<file path="src/rtl/pipe_hazard_ctrl.sv">
// pipe_hazard_ctrl: turns the hazard unit's stall request, decode-stage
// branch resolution and HLT detection into pipeline-register controls for a
// 5-stage pipeline. It also drains the pipeline on HLT, holds the halted
// state, and flags stall runs longer than any legal load-use stall.
//
// Optional feature: define PIPE_HAZARD_PERF_CNT_EN to add the stall/flush
// performance counters (stall_cnt, flush_cnt).
//
// Ports:
//   clk            pipeline clock
//   rst            synchronous, active-high reset
//   stallFD        load-use stall request from the hazard unit
//   branch_taken_D branch in D resolved taken this cycle
//   halt_D         HLT decoded in D this cycle
//   pc_en          PC register write enable
//   if_id_en       IF/ID register enable
//   if_id_flush    IF/ID loads a NOP
//   id_ex_bubble   ID/EX loads a NOP with zeroed control
//   halted         processor halted
//   stall_err      sticky: a stall run exceeded MAX_STALL
//   stall_cnt      total stall cycles        (optional feature only)
//   flush_cnt      total branch-flush cycles (optional feature only)
module pipe_hazard_ctrl #(
  parameter int unsigned DRAIN_CYCLES = 3,
  parameter int unsigned MAX_STALL    = 2,
  parameter int unsigned CNT_W        = 16
) (
  input  logic             clk,
  input  logic             rst,
  input  logic             stallFD,
  input  logic             branch_taken_D,
  input  logic             halt_D,
  output logic             pc_en,
  output logic             if_id_en,
  output logic             if_id_flush,
  output logic             id_ex_bubble,
  output logic             halted,
  output logic             stall_err
`ifdef PIPE_HAZARD_PERF_CNT_EN
  ,
  output logic [CNT_W-1:0] stall_cnt,
  output logic [CNT_W-1:0] flush_cnt
`endif
);

  localparam int unsigned DrainW = $clog2(DRAIN_CYCLES + 1);
  localparam logic [1:0]  StallSat = 2'(MAX_STALL + 1);
  localparam logic [1:0]  StallMax = 2'(MAX_STALL);
  localparam logic [DrainW-1:0] DrainLast = DrainW'(DRAIN_CYCLES);

  typedef enum logic [1:0] {
    StRun       = 2'd0,
    StStall     = 2'd1,
    StHaltDrain = 2'd2,
    StHalted    = 2'd3
  } state_e;

  state_e            state_q, state_d;
  logic [1:0]        consec_q, consec_d;
  logic [DrainW-1:0] drain_q, drain_d;
  logic              err_q, err_d;
  logic              do_stall, do_flush;

  always_comb begin
    state_d      = state_q;
    consec_d     = consec_q;
    drain_d      = drain_q;
    err_d        = err_q;
    do_stall     = 1'b0;
    do_flush     = 1'b0;
    pc_en        = 1'b0;
    if_id_en     = 1'b0;
    if_id_flush  = 1'b1;
    id_ex_bubble = 1'b1;
    halted       = 1'b0;

    unique case (state_q)
      StRun, StStall: begin
        if (stallFD) begin
          // Branch/halt operands are not ready yet, so both are ignored.
          do_stall     = 1'b1;
          if_id_flush  = 1'b0;
          state_d      = StStall;
          consec_d     = (consec_q == StallSat) ? consec_q : consec_q + 2'd1;
        end else if (halt_D) begin
          // HLT advances to EX; the fetched instruction behind it is dropped.
          if_id_en     = 1'b1;
          id_ex_bubble = 1'b0;
          state_d      = StHaltDrain;
          drain_d      = DrainW'(1);
          consec_d     = 2'd0;
        end else if (branch_taken_D) begin
          do_flush     = 1'b1;
          pc_en        = 1'b1;
          if_id_en     = 1'b1;
          id_ex_bubble = 1'b0;
          state_d      = StRun;
          consec_d     = 2'd0;
        end else begin
          pc_en        = 1'b1;
          if_id_en     = 1'b1;
          if_id_flush  = 1'b0;
          id_ex_bubble = 1'b0;
          state_d      = StRun;
          consec_d     = 2'd0;
        end
        if (consec_d > StallMax) begin
          err_d = 1'b1;
        end
      end
      StHaltDrain: begin
        drain_d = drain_q + DrainW'(1);
        if (drain_q == DrainLast) begin
          state_d = StHalted;
        end
      end
      StHalted: begin
        halted = 1'b1;
      end
      default: begin
        state_d = StRun;
      end
    endcase

    // Reset overrides the outputs in the same cycle it is asserted.
    if (rst) begin
      pc_en        = 1'b0;
      if_id_en     = 1'b0;
      if_id_flush  = 1'b1;
      id_ex_bubble = 1'b1;
      halted       = 1'b0;
    end
  end

  assign stall_err = err_q & ~rst;

  always_ff @(posedge clk) begin
    if (rst) begin
      state_q  <= StRun;
      consec_q <= 2'd0;
      drain_q  <= '0;
      err_q    <= 1'b0;
    end else begin
      state_q  <= state_d;
      consec_q <= consec_d;
      drain_q  <= drain_d;
      err_q    <= err_d;
    end
  end

`ifdef PIPE_HAZARD_PERF_CNT_EN
  logic [CNT_W-1:0] stall_cnt_q, flush_cnt_q;

  // do_stall/do_flush are only raised in RUN/STALL, so the counters
  // naturally freeze while draining or halted.
  always_ff @(posedge clk) begin
    if (rst) begin
      stall_cnt_q <= '0;
      flush_cnt_q <= '0;
    end else begin
      if (do_stall) stall_cnt_q <= stall_cnt_q + CNT_W'(1);
      if (do_flush) flush_cnt_q <= flush_cnt_q + CNT_W'(1);
    end
  end

  assign stall_cnt = rst ? '0 : stall_cnt_q;
  assign flush_cnt = rst ? '0 : flush_cnt_q;
`else
  logic unused_cnt;
  assign unused_cnt = do_stall ^ do_flush;
`endif

endmodule

</file>
<file path="config.mk">
export PLATFORM = sky130hd
export DESIGN_NAME = pipe_hazard_ctrl
export DESIGN_NICKNAME = d
export VERILOG_FILES = /design/src/rtl/pipe_hazard_ctrl.sv
export SDC_FILE = /design/constraint.sdc
export NUM_CORES = 1
export LEC_CHECK = 0
export BUFFER_PORTS_ARGS = -buffer_cell sky130_fd_sc_hd__buf_2
export CAP_MARGIN = 20
export CORE_AREA = 2 2 39 41
export CTS_CLUSTER_DIAMETER = 150
export DETAILED_ROUTE_END_ITERATION = 10
export DIE_AREA = 0 0 41 43
export PLACE_DENSITY = 0.47
export SYNTH_ARGS = -nofsm -noshare
export SYNTH_HDL_FRONTEND = slang
export SYNTH_SLANG_ARGS = --single-unit
</file>
<file path="constraint.sdc">
create_clock -name clk -period 2.3 [get_ports clk]
set_input_delay 0.46 -clock clk [delete_from_list [all_inputs] [get_ports clk]]
set_output_delay 0.46 -clock clk [all_outputs]
set_load 0.03 [all_outputs]
</file>
==> flow_summary_export.csv, run 1 <==
group,metric,value,unit
logic_synthesis,ys.flop_type,"dfxtp_1",
logic_synthesis,synthArstFlopShare,0,%
run,maxCapViolCount,0,
clock_network,htreeDepth,1,
global_route,grt_util_all_layers,8.65,%
timing,drv_slew,0,
global_route,grt_pass1_vias,230,
logic_synthesis,ys_seq_area_share,40.7,%
critical_path,worst-setup-path-type,"reg -> out",
power_and_ir_drop,p_int,214,uW
logic_synthesis,synth_area_leaders,"dfxtp_1 41%, nor2_1 8.7%, a21oi_1 4.4%",
detailed_routing,drc_errors,0,
logic_synthesis,yosys-top-cells-count,"8 x nor2_1, 7 x dfxtp_1, 3 x a21oi_1, 3 x inv_1, 3 x nand2_1",
detailed_routing,ant_nets,0,
logic_synthesis,ys_types,22,
clock_network,cts_resized,0,
placed_design,io_buffers,10,
layout,area_delta_synth_final,23.3,%
global_route,grt_antenna_before_repair,0,
logic_synthesis,yosysWarnings,0,
logic_synthesis,yosysMostFrequentCell,"nor2_1",
detailed_routing,drt_wl_total,616,um
critical_path,required,1840,ps
logic_synthesis,synth_top_area_share,40.7,%
power_and_ir_drop,swShare,28.0,%
logic_synthesis,synth_nets,50,
layout,final_net_count,63,
detailed_routing,drt_iter0_drc,3,
clock_network,numCtsBuffers,3,
outcome,status,"completed",
timing,rsz0062_at_grt,"false",
power_and_ir_drop,power_frac_clock,38.0,%
detailed_routing,vias_per_cell,4.36,
hold_path,hp-class,"reg -> reg",
power_and_ir_drop,p_seq_share,46.6,%
clock_network,cts_tree,"yes",
timing,worst_slew_pin_slew,349,ps
layout,drive_above_1_share,30.4,%
timing,fmax,591,MHz
logic_synthesis,synth-seq-cells,7,
timing,whs,464,ps
critical_path,cp-start-kind,"register",
global_route,overflow,0,
timing,tns,0,ps
critical_path,worstPathMaxFanout,10,
clock_network,clk_pin_slew_worst_paths,50,ps
global_route,grt_max_degree,13,
floorplanning,num_rows,14,
clock_network,insertion_delay,260,ps
clock_network,clk_path_buf_depth,2,
floorplanning,coreArea,1380,um2
floorplanning,die_w,41,um
floorplanning,die_area,1760,um2
power_and_ir_drop,powerDensity,700,nW/um2
power_and_ir_drop,p_leak,0.000187,uW
logic_synthesis,synth.avg_cell_area,7.82,um2
power_and_ir_drop,p_comb_share,15.4,%
layout,antennaDiodeCount,0,
detailed_routing,vias,314,
layout,final_util,30.7,%
power_and_ir_drop,vdd_drop_max,0.297,mV
timing,setup_violations,0,
clock_network,cts_sinks,7,
clock_network,cts_root_buf,"clkbuf_4",
placed_design,dpl.hpwl,468,um
floorplanning,initial_utilization,24.9,%
floorplanning,die_height,43,um
timing,clock_skew,4.22,ps
logic_synthesis,synth-edff-count,0,
timing,min_period,1690,ps
timing,hold_violations,0,
critical_path,end_kind,"primary output",
floorplanning,io-pin-count,11,
placed_design,routabilityCongestion,0.667,
critical_path,worstPathArrival,1230,ps
timing,timing.final.crit_share,73.6,%
timing,slew_headroom,76.7,%
logic_synthesis,yosys.area.top_type,"dfxtp_1",
detailed_routing,wl_per_cell,8.56,um
detailed_routing,first_pass_iters,4,
logic_synthesis,mappedNetlistArea,344,um2
global_route,grt_pass1_wl,890,um
clock_network,cts_setup_buffers,0,
logic_synthesis,syn_inst,44,
clock_network,cts_hold_buf,0,
power_and_ir_drop,power.switching,83.1,uW
sequential cells by signal (all words and copies together), names as in the netlist:
signal    flops
drain_q       2
err_q         1
consec_q      2
state_q       2
placed cells by master (no fill, tap or decap):
cell type	netlist	routed
nand3b_1	2	2
a21oi_1	3	3
nor2_2	1	1
clkbuf_4	0	3
clkbuf_1	0	1
o211ai_1	1	1
nand2b_1	1	1
nor2b_1	1	1
buf_2	1	10
nor3_2	1	1
o21ai_0	1	1
nor2b_2	1	1
nor2_1	8	8
ha_1	1	1
nand3_1	1	1
inv_1	3	3
o21ai_1	2	2
o21a_1	1	1
nor3_1	2	2
inv_2	1	1
dfxtp_1	7	7
nand2_1	3	3
a31oi_1	1	1
layer usage:
metal	global-route usage, %	part of all wire [%]
met1	9.06	44
met3	9.42	9.3
met5	0	0
met2	9.69	45
met4	6.00	1.5
critical path, stage by stage, from the launching register on:
cell and delay (ps):
dfxtp_1 410, nor3_2 260, inv_2 60, nor2_2 70, buf_2 190
cells by family (layout without fill, tap and decap cells):
group | after synthesis | count (layout) | synth area share, %
compound gates | 9 | 9 | 14.9
flops | 7 | 7 | 40.7
buf+inv | 6 | 18 | 9.09
fa+ha+maj | 1 | 1 | 3.64
simple gates | 21 | 21 | 31.6
power groups by stage:
stage	clock (uW)	combinational, uW	sequential (uW)
2_1_floorplan	0	38.5	137
3_3_place_gp	0	46.0	141
3_5_place_dp	0	46.2	141
4_1_cts	120	46.3	138
5_1_grt	126	50.8	139
6_report	113	45.7	138
layout make-up:
class,instances,area (um2)
Timing Repair Buffer,10,50.0
Tap cell,16,20.0
Clock buffer,4,26.3
Fill cell,162,960
Inverter,4,15.0
Sequential cell,7,140
Multi-Input combinational cell,31,173
through the flow:
stage / setup slack, ps / instance area [um2] / power, uW / cells
after floorplan: 366 / 344 / 175 / 44
after global placement: 738 / 398 / 187 / 68
after detailed placement: 728 / 398 / 187 / 68
after CTS: 592 / 424 / 305 / 72
after global routing: 539 / 424 / 317 / 72
final: 608 / 424 / 297 / 72
worst paths after layout:
kind / start / to / slack, ps / cells past startpoint
worst min register to register: err_q / err_q / 460 / 2
worst max-delay path: state_q[1] / pc_en / 610 / 4
worst min-delay path: err_q / err_q / 460 / 2
worst max register to register: state_q[1] / consec_q[1] / 1310 / 3
Note: power is estimated with default switching activity, not from simulation.
==> run 2: changes to the inputs <==
clock period = 1.7 ns   (was 2.3 ns; I/O delays follow)
==> flow_summary_export.csv, run 2 (synthesis results as in run 1) <==
group,metric,value,unit
timing,hold_violations,0,
floorplanning,die_area,1760,um2
layout,final_cell_mix,"10 x buf_2, 8 x nor2_1, 7 x dfxtp_1",
timing,tns,0,ps
clock_network,insertion_delay,240,ps
critical_path,cp-start-kind,"register",
detailed_routing,first_pass_iters,2,
power_and_ir_drop,vdd_drop_max,0.612,mV
layout,antennaDiodeCount,0,
floorplanning,io-pin-count,11,
run,maxCapViolCount,0,
global_route,met1_usage,11.0,%
layout,final_common_cell,"buf_2",
global_route,use_met2,10.6,%
timing,drv_slew,0,
global_route,grt_antenna_before_repair,0,
clock_network,clk_pin_slew_worst_paths,50,ps
detailed_routing,drt_wl_total,624,um
timing,min_period,1560,ps
power_and_ir_drop,powerDensity,924,nW/um2
timing,whs,418,ps
global_route,overflow,0,
global_route,grt_max_degree,13,
layout,regArea,140,um2
timing,slew_headroom,73.4,%
timing,clock_skew,2.64,ps
detailed_routing,drt_iter0_drc,1,
power_and_ir_drop,p_leak,0.000188,uW
global_route,grt_pass1_wl,972,um
clock_network,cts_tree,"yes",
global_route,grt_util_all_layers,8.34,%
detailed_routing,vias,311,
critical_path,worst-setup-path-type,"reg -> out",
floorplanning,num_rows,14,
placed_design,routabilityCongestion,0.658,
clock_network,cts_sinks,7,
global_route,top_usage_layer,"met1",
hold_path,hp-class,"in -> reg",
layout,largest_registers,"consec_q x2, drain_q x2, state_q x2",
layout,area_delta_synth_final,25.1,%
clock_network,numCtsBuffers,3,
timing,rsz0062_at_grt,"false",
placed_design,io_buffers,10,
layout,fillers,148,
layout,drive_above_1_share,30.4,%
global_route,use_met3,7.85,%
critical_path,end_kind,"primary output",
floorplanning,die_height,43,um
detailed_routing,drc_errors,0,
timing,fmax,641,MHz
timing,timing.final.crit_share,91.8,%
layout,multi_input_area,179,um2
floorplanning,coreArea,1380,um2
clock_network,cts_hold_buf,0,
layout,final_net_count,63,
floorplanning,initial_utilization,24.9,%
floorplanning,die_w,41,um
timing,setup_violations,0,
global_route,grt_pass1_vias,234,
clock_network,htreeDepth,1,
detailed_routing,vias_per_cell,4.32,
clock_network,clk_path_buf_depth,2,
detailed_routing,wl_per_cell,8.67,um
outcome,status,"completed",
critical_path,required,1360,ps
power_and_ir_drop,total_power,398,uW
critical_path,worstPathArrival,1220,ps
timing,worst_slew_pin_slew,399,ps
clock_network,cts_resized,0,
critical_path,worstPathMaxFanout,10,
placed_design,dpl.hpwl,483,um
detailed_routing,ant_nets,0,
clock_network,cts_setup_buffers,0,
clock_network,cts_root_buf,"clkbuf_4",
==> run 2: cell counts in the layout (fill, tap and decap cells not counted) <==
No cell type changed its count.
==> run 2: worst paths after layout <==
kind                                  from          end  slack (ps)  cells after the start
worst max-delay path            state_q[1]       halted         140                      3
worst min-delay path                   rst   state_q[1]         420                      2
worst max register to register  state_q[1]  consec_q[1]         670                      3
worst min register to register       err_q        err_q         460                      2
==> run 2: metrics by stage <==
| step | util, % | cells | cell area, um2 | setup WS, ps |
|---|---|---|---|---|
| floorplan | - | 44 | 350 | 88.4 |
| global placement | 29.2 | 68 | 404 | 391 |
| detailed placement | 29.2 | 68 | 404 | 385 |
| CTS | 31.1 | 72 | 430 | 114 |
| global route | 31.1 | 72 | 430 | 63.2 |
| finish | 31.1 | 72 | 430 | 139 |
==> run 2: routing by layer <==
metal | up-vias | part of all wire, % | wire length [um]
li1 | 169 | - | -
met1 | 136 | 47 | 292
met2 | 6 | 46 | 286
met3 | 0 | 7.2 | 45
met4 | 0 | 0 | 0
met5 | - | 0 | 0
==> run 2: layout make-up <==
class                      instances  area share [%]
clock buffer                       4            6.10
inverter                           4            3.49
multi-input combinational         31            41.6
sequential                         7            32.6
tap                               16            4.65
timing repair buffer              10            11.6
==> run 2: power breakdown <==
part           internal (uW)  switching [uW]
Sequential               176            12.0
Combinational           24.6            38.9
Clock                   89.3            57.0
==> run 2: worst max-delay path, stage by stage, from the launching register on <==
cell     delay (ps)
dfxtp_1         560
nand2_1         130
nor2_1           90
buf_2           200
